`src/rtl/decode_queue_stage.sv`:
```
// decode_queue_stage
//   Registered RV32I instruction-decode stage between IF and EX. Instructions
//   from IF are written into a DEPTH-entry queue. The head entry is decoded and
//   loaded into a registered bundle. That bundle is held stable while EX
//   applies back-pressure. Optional M-extension and Zicsr decode are
//   controlled by parameters.
// Ports:
//   clk, rst_n          clock, synchronous active-low reset
//   if_valid/if_ready   IF handshake (if_ready = queue not full)
//   pc_if, inst_if      incoming PC and instruction word
//   flush               drop queue contents and the output bundle
//   ex_valid/ex_ready   EX handshake
//   pc_ex .. illegal_ex registered decoded bundle
module decode_queue_stage #(
  parameter int DEPTH    = 2,
  parameter bit EN_M     = 1'b1,
  parameter bit EN_ZICSR = 1'b1
) (
  input  logic        clk,
  input  logic        rst_n,
  input  logic        if_valid,
  output logic        if_ready,
  input  logic [31:0] pc_if,
  input  logic [31:0] inst_if,
  input  logic        flush,
  output logic        ex_valid,
  input  logic        ex_ready,
  output logic [31:0] pc_ex,
  output logic [11:0] cmd_class_ex,
  output logic        cmd_mul_ex,
  output logic [2:0]  alu_code_ex,
  output logic        alu_sub_ex,
  output logic [2:0]  sys_code_ex,
  output logic [31:0] imm_ex,
  output logic [4:0]  rs1_ex,
  output logic [4:0]  rs2_ex,
  output logic [4:0]  rd_ex,
  output logic        wbk_rd_ex,
  output logic        illegal_ex
);
  localparam int PW = (DEPTH > 1) ? $clog2(DEPTH) : 1;
  localparam int CW = $clog2(DEPTH + 1);

  logic [31:0]   pc_q_r   [DEPTH];
  logic [31:0]   inst_q_r [DEPTH];
  logic [PW-1:0] wptr_r, rptr_r;
  logic [CW-1:0] count_r, count_next_s;
  logic          push_s, load_s;
  logic [31:0]   head_inst_s;
  logic [11:0]   dec_class_s;
  logic          dec_mul_s, dec_sub_s, dec_illegal_s, dec_wbk_s;
  logic [2:0]    dec_sys_s, f3_s;
  logic [6:0]    f7_s;
  logic [31:0]   dec_imm_s, imm_i_s, imm_s_s, imm_b_s, imm_u_s, imm_j_s;

  // Flush wins over every queue update; if_ready is a registered "not full"
  assign push_s = if_valid & if_ready & ~flush;
  assign load_s = (count_r != '0) & (~ex_valid | ex_ready) & ~flush;

  assign head_inst_s = inst_q_r[rptr_r];
  assign f3_s = head_inst_s[14:12];
  assign f7_s = head_inst_s[31:25];
  assign imm_i_s = {{20{head_inst_s[31]}}, head_inst_s[31:20]};
  assign imm_s_s = {{20{head_inst_s[31]}}, head_inst_s[31:25], head_inst_s[11:7]};
  assign imm_b_s = {{19{head_inst_s[31]}}, head_inst_s[31], head_inst_s[7],
                    head_inst_s[30:25], head_inst_s[11:8], 1'b0};
  assign imm_u_s = {head_inst_s[31:12], 12'h000};
  assign imm_j_s = {{11{head_inst_s[31]}}, head_inst_s[31], head_inst_s[19:12],
                    head_inst_s[20], head_inst_s[30:21], 1'b0};

  // Next occupancy: a simultaneous push and pop leaves the count unchanged
  always_comb begin
    count_next_s = count_r;
    if (flush) begin
      count_next_s = '0;
    end else if (push_s && !load_s) begin
      count_next_s = count_r + CW'(1);
    end else if (!push_s && load_s) begin
      count_next_s = count_r - CW'(1);
    end else begin
      count_next_s = count_r;
    end
  end

  // Decode of the queue head; anything not explicitly matched stays illegal
  always_comb begin
    dec_class_s = 12'h000;
    dec_mul_s   = 1'b0;
    dec_sub_s   = 1'b0;
    dec_sys_s   = 3'd0;
    dec_imm_s   = 32'h0000_0000;
    if (head_inst_s[1:0] == 2'b11) begin
      case (head_inst_s[6:2])
        5'b01101: begin dec_class_s[0] = 1'b1; dec_imm_s = imm_u_s; end
        5'b00101: begin dec_class_s[1] = 1'b1; dec_imm_s = imm_u_s; end
        5'b00000: begin
          dec_imm_s = imm_i_s;
          case (f3_s)
            3'b011, 3'b110, 3'b111: dec_class_s = 12'h000;
            default:                dec_class_s[2] = 1'b1;
          endcase
        end
        5'b00100: begin
          case (f3_s)
            3'b001: begin
              dec_class_s[3] = (f7_s == 7'b0000000);
              dec_imm_s = {27'd0, head_inst_s[24:20]};
            end
            3'b101: begin
              dec_class_s[3] = (f7_s == 7'b0000000) | (f7_s == 7'b0100000);
              dec_sub_s = head_inst_s[30];
              dec_imm_s = {27'd0, head_inst_s[24:20]};
            end
            default: begin
              dec_class_s[3] = 1'b1;
              dec_imm_s = imm_i_s;
            end
          endcase
        end
        5'b01100: begin
          if (f7_s == 7'b0000000) begin
            dec_class_s[4] = 1'b1;
          end else if (f7_s == 7'b0100000) begin
            dec_class_s[4] = (f3_s == 3'b000) | (f3_s == 3'b101);
            dec_sub_s = dec_class_s[4];
          end else if (f7_s == 7'b0000001) begin
            dec_mul_s = EN_M;
          end else begin
            dec_class_s = 12'h000;
          end
        end
        5'b01000: begin
          dec_imm_s = imm_s_s;
          dec_class_s[5] = (f3_s == 3'b000) | (f3_s == 3'b001) | (f3_s == 3'b010);
        end
        5'b11011: begin dec_class_s[6] = 1'b1; dec_imm_s = imm_j_s; end
        5'b11001: begin dec_class_s[7] = (f3_s == 3'b000); dec_imm_s = imm_i_s; end
        5'b11000: begin
          dec_imm_s = imm_b_s;
          dec_class_s[8] = (f3_s != 3'b010) & (f3_s != 3'b011);
        end
        5'b00011: begin
          dec_class_s[9] = (f3_s == 3'b000) | (f3_s == 3'b001);
          dec_imm_s = imm_i_s;
        end
        5'b11100: begin
          if (f3_s == 3'b000) begin
            // Privileged ops: rs1, rd and funct3 must all be zero
            if (head_inst_s[19:7] == 13'd0) begin
              dec_class_s[11] = 1'b1;
              case (head_inst_s[31:20])
                12'h000: dec_sys_s = 3'd0;
                12'h001: dec_sys_s = 3'd1;
                12'h002: dec_sys_s = 3'd2;
                12'h102: dec_sys_s = 3'd3;
                12'h302: dec_sys_s = 3'd4;
                12'h105: dec_sys_s = 3'd5;
                default: dec_class_s[11] = 1'b0;
              endcase
            end else begin
              dec_class_s[11] = 1'b0;
            end
          end else if (EN_ZICSR && f3_s != 3'b100) begin
            dec_class_s[10] = 1'b1;
            dec_imm_s = f3_s[2] ? {27'd0, head_inst_s[19:15]} : imm_i_s;
          end else begin
            dec_class_s = 12'h000;
          end
        end
        default: dec_class_s = 12'h000;
      endcase
    end else begin
      dec_class_s = 12'h000;
    end
    dec_illegal_s = ~(|dec_class_s) & ~dec_mul_s;
    dec_wbk_s = (|{dec_class_s[10], dec_class_s[7:6], dec_class_s[4:0]} | dec_mul_s)
                & (head_inst_s[11:7] != 5'd0);
  end

  // Queue storage: written only on an accepted push
  always_ff @(posedge clk) begin
    if (push_s) begin
      pc_q_r[wptr_r]   <= pc_if;
      inst_q_r[wptr_r] <= inst_if;
    end
  end

  // Queue pointers, occupancy and the registered not-full flag
  always_ff @(posedge clk) begin
    if (!rst_n || flush) begin
      wptr_r   <= '0;
      rptr_r   <= '0;
      count_r  <= '0;
      if_ready <= 1'b1;
    end else begin
      if (push_s) begin
        wptr_r <= (wptr_r == PW'(DEPTH - 1)) ? '0 : wptr_r + PW'(1);
      end
      if (load_s) begin
        rptr_r <= (rptr_r == PW'(DEPTH - 1)) ? '0 : rptr_r + PW'(1);
      end
      count_r  <= count_next_s;
      if_ready <= (count_next_s < CW'(DEPTH));
    end
  end

  // Output bundle: load on pop, drop valid once consumed with nothing behind it
  always_ff @(posedge clk) begin
    if (!rst_n) begin
      ex_valid     <= 1'b0;
      pc_ex        <= 32'h0000_0000;
      cmd_class_ex <= 12'h000;
      cmd_mul_ex   <= 1'b0;
      alu_code_ex  <= 3'd0;
      alu_sub_ex   <= 1'b0;
      sys_code_ex  <= 3'd0;
      imm_ex       <= 32'h0000_0000;
      rs1_ex       <= 5'd0;
      rs2_ex       <= 5'd0;
      rd_ex        <= 5'd0;
      wbk_rd_ex    <= 1'b0;
      illegal_ex   <= 1'b0;
    end else if (flush) begin
      ex_valid <= 1'b0;
    end else if (load_s) begin
      ex_valid     <= 1'b1;
      pc_ex        <= pc_q_r[rptr_r];
      cmd_class_ex <= dec_class_s;
      cmd_mul_ex   <= dec_mul_s;
      alu_code_ex  <= f3_s;
      alu_sub_ex   <= dec_sub_s;
      sys_code_ex  <= dec_sys_s;
      imm_ex       <= dec_imm_s;
      rs1_ex       <= head_inst_s[19:15];
      rs2_ex       <= head_inst_s[24:20];
      rd_ex        <= head_inst_s[11:7];
      wbk_rd_ex    <= dec_wbk_s;
      illegal_ex   <= dec_illegal_s;
    end else if (ex_ready) begin
      ex_valid <= 1'b0;
    end
  end
endmodule

```
`config.mk`:
```
export PLATFORM = sky130hd
export DESIGN_NAME = decode_queue_stage
export DESIGN_NICKNAME = d
export VERILOG_FILES = /design/src/rtl/decode_queue_stage.sv
export SDC_FILE = /design/constraint.sdc
export NUM_CORES = 1
export LEC_CHECK = 0
export CORE_MARGIN = 1.5
export CORE_UTILIZATION = 54
export CTS_BUF_LIST = sky130_fd_sc_hd__clkbuf_2
export CTS_CLUSTER_DIAMETER = 120
export DETAILED_ROUTE_END_ITERATION = 8
export GPL_ROUTABILITY_DRIVEN = 0
export PLACE_DENSITY = 0.85
export SYNTH_ARGS = -nofsm -noshare
export SYNTH_HDL_FRONTEND = slang
export SYNTH_SLANG_ARGS = --single-unit
export TNS_END_PERCENT = 5
```
`constraint.sdc`:
```
create_clock -name clk -period 4.87 [get_ports clk]
set_input_delay 0.487 -clock clk [delete_from_list [all_inputs] [get_ports clk]]
set_output_delay 0.487 -clock clk [all_outputs]
set_load 0.03 [all_outputs]
```
==> metrics.csv, run 1 <==
stage,metric,value,unit
drt,first drt pass iteration count,5,
setup_path,CP endpoint kind,flop,
timing,Post-Route Setup TNS,0,ns
timing,RSZ-0062 raised after global routing,false,
synth,register bit total from synthesis,236,
timing,fmax,0.298,GHz
floorplan,core area,17200,µm²
drt,DR iter-0 viols,603,
floorplan,Die Ht,136,µm
clock_tree,CTS root buf,clkbuf_2,
synth,Synthesized Nets,800,
timing,Hold Fails Final Rpt,0,
global_routing,initial antenna violation count,0,
synth,"area leader, netlist",edfxtp_1,
clock_tree,Worst-path clk slew,0.11,ns
synth,Post-synth ARST share,0,%
synth,Main synth FF type,edfxtp_1,
placement,DP HPWL,15500,µm
clock_tree,clock sink count,236,
power,P_leak,4.55,nW
timing,Slew @ Worst Pin,1.21,ns
setup_path,slowest CP cell,a2111oi_2,
synth,Netlist cell types,76,
setup_path,type of origin of the critical path,flop,
final_layout,layout cell share with drive strength beyond 1,14.4,%
global_routing,Total GRT Usage,25.2,%
synth,leading post-synthesis cells by cell area,"edfxtp_1 (40%), dfxtp_1 (23%), mux2i_1 (4.7%), o211a_1 (4.5%), nand2_1 (3.5%)",
outcome,status,completed,
placement,Placement Cell Area,11400,µm²
final_layout,nets@finish,997,
clock_tree,Skew-Pair Late Insertion Delay,0.79,ns
floorplan,io pins,172,
worst_hold_path,worst hold path type,input pin to flop,
drt,Routed WL per cell,19.3,µm
placement,Port-buffer cells,171,
power,PD cells,302,nW/µm²
drt,DR vias/cell,5.76,
drt,Detail Route Antenna Nets,0,
timing,final-report setup violation count,0,
floorplan,Initial Util,55.1,%
run,MaxCap Viol Count,0,
final_layout,Filler cells,1273,
timing,max-slew violations,0,
setup_path,worst path cell trace,"buf_4, nor4bb_1, o21bai_1, nand4_1, a211oi_2, a2111oi_2, a221o_1",
timing,hold_ws,0.205,ns
floorplan,die area,18400,µm²
timing,Worst Skew,0.0388,ns
drt,vias post-DR,6902,
final_layout,post-route cell area,11900,µm²
power,Worst VDD drop,0.211,mV
synth,Yosys warnings,0,
synth,number of synthesized flops with an enable pin,128,
setup_path,Setup Crit Path Kind,flop to flop,
power,Tot Pwr,3.59,mW
synth,sequential cell area fraction in the yosys report,63.2,%
final_layout,Final Core Density,68.9,%
synth,post-synth top area share,40.5,%
clock_tree,total CTS buffers,57,
timing,Slew headroom,19.6,%
global_routing,global-route wire length before repair,35800,µm
global_routing,vias in the first global route,6917,
clock_tree,TritonCTS clock tree,done,
setup_path,crit path max fanout,32,
final_layout,P&R area growth vs syn,25.0,%
clock_tree,cts hold-fix bufs,0,
global_routing,global route total overflow,0,
synth,Post-Synthesis Cell Area,9500,µm²
synth,Post-Syn Instances,728,
floorplan,Die W,136,µm
drt,Routed WL,23100,µm
setup_path,worst path required time,5.59,ns
drt,# DRC,0,
timing,Final Critical Period,3.36,ns
clock_tree,CTS max path bufs,3,
final_layout,number of diodes,0,
timing,period utilization,68.9,%
clock_tree,Post-CTS Resized,0,
synth,Mean Syn Cell Area,13.0,µm²
setup_path,"CP delay by family, top",compound AO/OA/AOI/OAI gates,
setup_path,"Arr. time, crit path",4.08,ns
setup_path,"Largest stage delay, worst path",0.99,ns
global_routing,largest net degree at the start of global routing,66,
floorplan,Rows,48,
setup_path,WP buf/inv,1,
clock_tree,H-tree levels,2,
clock_tree,post-CTS setup buffer count,0,
synthesized netlist by cell type, types with 6 or more instances:
cell / n
mux2_2: 16
a21boi_0: 10
a32o_1: 7
o21ai_0: 16
inv_1: 14
a221o_1: 19
a22o_1: 6
nor2b_1: 8
edfxtp_1: 128
mux2i_1: 45
and2_1: 6
nor3_1: 9
nand2_1: 88
o211a_1: 43
nand4_1: 7
nor2_1: 30
a21oi_1: 8
dfxtp_1: 108
nor3b_1: 8
clkbuf_1: 29
per-stage QoR:
stage	cells	worst slack, ns
after CTS	1198	1.58
after global placement	1091	1.49
after global routing	1198	1.24
after detailed placement	1091	1.41
after floorplan	728	0.844
final	1198	1.51
path summary, 6_finish.rpt:
| check | startpoint | to | slack, ns | cells after the start |
|---|---|---|---|---|
| setup reg to reg | flop | imm_ex[24] | 1.51 | 7 |
| hold / removal | rst_n | pc_ex[5] | 0.21 | 2 |
| hold reg to reg | imm_ex[31] | imm_ex[31] | 0.47 | 1 |
| setup / recovery | flop | imm_ex[24] | 1.51 | 7 |
cell usage in the layout, fill, tap and decap left out, types with 16 or more instances in the layout:
cell type / count
a221o_1: 19
clkbuf_2: 74
clkdlybuf4s50_1: 170
clkinv_1: 24
dfxtp_1: 106
edfxtp_1: 128
mux2_2: 16
mux2i_1: 45
nand2_1: 88
nor2_1: 29
o211a_1: 43
o21ai_0: 16
registers in the layout, indices dropped and copies added, names as in the netlist, 2 cells and up, named ones only:
| name | flops |
|---|---|
| pc_q_r | 64 |
| rs1_ex | 5 |
| alu_code_ex | 3 |
| cmd_class_ex | 12 |
| rd_ex | 5 |
| sys_code_ex | 3 |
| imm_ex | 32 |
| count_r | 2 |
| pc_ex | 32 |
| rs2_ex | 5 |
| inst_q_r | 64 |
power by group:
part	leakage, nW	internal [mW]	switching [mW]
sequential	2.05	2.14	0.0195
combinational	2.12	0.0968	0.118
clock	0.381	0.433	0.782
layer usage:
layer	vias up	track usage (%)	wire (µm)
met5	-	0	0
met4	0	10.2	622
met3	49	6.70	2020
met2	325	40.9	11100
met1	3320	32.2	9380
li1	3208	-	-
layout make-up:
cell class	count	area (µm²)	share of cell area [%]
Inverter	14	53.8	0.453
Tap cell	225	282	2.37
Clock buffer	74	370	3.12
Sequential cell	236	6010	50.6
Multi-Input combinational cell	435	3240	27.3
Clock inverter	33	138	1.16
Timing Repair Buffer	181	1780	15.0
worst reg2reg max path: stages, from the launching register on:
cell	delay [ns]
dfxtp_2	0.70
buf_4	0.48
nor4bb_1	0.43
o21bai_1	0.20
nand4_1	0.15
a211oi_2	0.09
a2111oi_2	0.99
a221o_1	0.24
cells by family after synthesis:
family | count (synthesis) | synth area share (%)
muxes | 67 | 7.61
buffers and inverters | 57 | 2.74
xor gates and xnor gates | 5 | 0.461
and+or+nand+nor | 206 | 11.5
AOI/OAI and AO/OA | 154 | 14.1
DFF | 236 | 63.2
adders and majority gates | 3 | 0.395
Note: power is estimated with default switching activity, not from simulation.
==> run 2, diff against run 1 <==
- CORE_UTILIZATION: 54 -> 49
- PLACE_DENSITY: 0.85 -> 0.81
- clock period: 4.87 -> 3 ns (I/O delays scaled with it)
==> run 2 against run 1 <==
Clock-buffer cell count rose by 6. Cell count is 7.1% higher. Wire length rose by 6.8%. Setup slack got worse by 1.4 ns. Utilization down 2.9 points. Design area up 4.6%. Critical endpoint is now imm_ex[6]. Largest cell class unchanged.
==> metrics.csv, run 2 (synthesized netlist as in run 1, its figures left out) <==
stage,metric,value,unit
outcome,status,completed,
power,P_leak,4.80,nW
timing,RSZ-0062 raised after global routing,false,
clock_tree,CTS root buf,clkbuf_2,
drt,# DRC,0,
power,logic gate share of total power,6.8,%
floorplan,io pins,172,
timing,Slew headroom,12.5,%
setup_path,"Largest stage delay, worst path",0.53,ns
drt,DR iter-0 viols,480,
clock_tree,Worst-path clk slew,0.11,ns
final_layout,nets@finish,1046,
timing,Post-Route Setup TNS,0,ns
placement,DP HPWL,16500,µm
clock_tree,total CTS buffers,56,
final_layout,P&R area growth vs syn,30.8,%
power,Net Sw Frac,25.6,%
worst_hold_path,worst hold path type,input pin to flop,
setup_path,Setup Crit Path Kind,flop to flop,
floorplan,Die Ht,142,µm
timing,hold_ws,0.0822,ns
drt,vias post-DR,7144,
global_routing,vias in the first global route,7190,
setup_path,crit path max fanout,27,
clock_tree,post-CTS setup buffer count,0,
floorplan,Die W,142,µm
floorplan,Rows,50,
clock_tree,clock sink count,236,
final_layout,most frequent cells in the layout,"clkdlybuf4s50_1 (170), edfxtp_1 (128), dfxtp_1 (106)",
final_layout,top flop regs,"inst_q_r: 64 flops, pc_q_r: 64 flops",
timing,final-report setup violation count,0,
drt,Detail Route Antenna Nets,0,
setup_path,R2R depth,7,
global_routing,initial antenna violation count,1,
floorplan,Initial Util,50.5,%
setup_path,CP endpoint kind,flop,
setup_path,worst path cell trace,"buf_4, and3b_1, o22ai_2, nand4_1, a211oi_2, nor2_1, a32o_1",
timing,Slew @ Worst Pin,1.31,ns
setup_path,type of origin of the critical path,flop,
global_routing,global-route wire length before repair,38400,µm
drt,wire length on met3,2470,µm
global_routing,largest net degree at the start of global routing,45,
timing,Hold Fails Final Rpt,0,
setup_path,"Arr. time, crit path",3.54,ns
power,Worst VDD drop,0.383,mV
timing,period utilization,95.3,%
global_routing,global route total overflow,0,
global_routing,Total GRT Usage,24.6,%
clock_tree,CTS max path bufs,3,
setup_path,slowest CP cell,dfxtp_4,
placement,Port-buffer cells,171,
clock_tree,H-tree levels,2,
worst_hold_path,hold worst-path end,inst_q_r[0][13],
drt,Routed WL,24700,µm
setup_path,"CP delay by family, top",compound AO/OA/AOI/OAI gates,
setup_path,r2r endpoint,imm_ex[6],
run,MaxCap Viol Count,0,
drt,DR WL met2,11600,µm
final_layout,"commonest non-fill, non-tap cell in the layout",clkdlybuf4s50_1,
floorplan,die area,20200,µm²
timing,Worst Skew,0.0517,ns
floorplan,core area,18800,µm²
clock_tree,TritonCTS clock tree,done,
drt,first drt pass iteration count,6,
timing,max-slew violations,0,
drt,DR top layer,met4,
power,sequential share of power,59.2,%
setup_path,worst path required time,3.68,ns
worst_hold_path,hold depth,1,
drt,Metal-1 WL,9910,µm
power,P_sw,1.51,mW
power,Clk pwr share,34.0,%
setup_path,WP buf/inv,1,
power,PD cells,476,nW/µm²
power,cell internal pwr,4.40,mW
setup_path,R2R Setup Slk,0.14,ns
final_layout,layout cell share with drive strength beyond 1,16.8,%
worst_hold_path,hold_sp,inst_if[13],
clock_tree,Skew-Pair Late Insertion Delay,0.81,ns
drt,DR vias/cell,5.57,
timing,Final Critical Period,2.86,ns
drt,Routed WL per cell,19.3,µm
timing,fmax,0.350,GHz
## run 2: cell count changes in the layout (fill, tap and decap cells not counted), moves of 2 or more
cell           before  now
clkbuf_2           74   80
buf_4              10   33
dlygate4sd3_1       0   23
buf_12              0    4
clkinv_1           24   18
clkinv_2            8    6
## run 2: how the worst max path moves through the flow
| stage | from | end | slack [ns] | cells past startpoint |
|---|---|---|---|---|
| final | flop | imm_ex[6] | 0.14 | 7 |
| after global placement | flop | imm_ex[23] | 0.09 | 6 |
| after detailed placement | flop | imm_ex[29] | -0.06 | 6 |
| after floorplan | if_ready | inst_q_r[0][0] | 0.05 | 3 |
| after CTS | flop | illegal_ex | 0.04 | 7 |
| after global routing | flop | imm_ex[8] | 0.05 | 7 |
## run 2: area by class of cell
class	count	area [µm²]
fill	1398	6410
clock inverter	26	109
antenna	1	2.50
clock buffer	80	400
tap	260	325
sequential	236	6010
multi-input combinational	435	3260
inverter	14	53.8
timing repair buffer	231	2260
## run 2: power groups by stage
stage	Sequential, mW	Combinational, mW	Clock (mW)
floorplan	3.58	0.150	0
global placement	3.57	0.361	0
detailed placement	3.57	0.367	0
CTS	3.50	0.394	2.07
global route	3.50	0.425	2.24
finish	3.50	0.401	2.01
## run 2: timing repair
action	4_1_cts	5_1_grt
hold buffers	23	0
resized for setup	1	1
hold endpoints to repair	51	0
endpoints found under the setup margin	11	16
## run 2: through the flow
| step | area [µm²] | utilization [%] | power, mW | worst slack [ns] | instances |
|---|---|---|---|---|---|
| after CTS | 12400 | 65.9 | 5.96 | 0.0449 | 1282 |
| after global routing | 12400 | 66.0 | 6.17 | 0.0457 | 1283 |
| final | 12400 | 66.0 | 5.91 | 0.140 | 1283 |
| after floorplan | 9500 | - | 3.73 | 0.0487 | 728 |
| after global placement | 11700 | 61.9 | 3.93 | 0.0874 | 1153 |
| after detailed placement | 11700 | 61.9 | 3.94 | -0.0575 | 1153 |
## run 2: routing by layer
metal | global-route usage, % | up-vias
met2 | 40.1 | 381
met4 | 10.5 | 0
met3 | 6.83 | 61
met5 | 0 | -
met1 | 30.9 | 3384
li1 | - | 3318
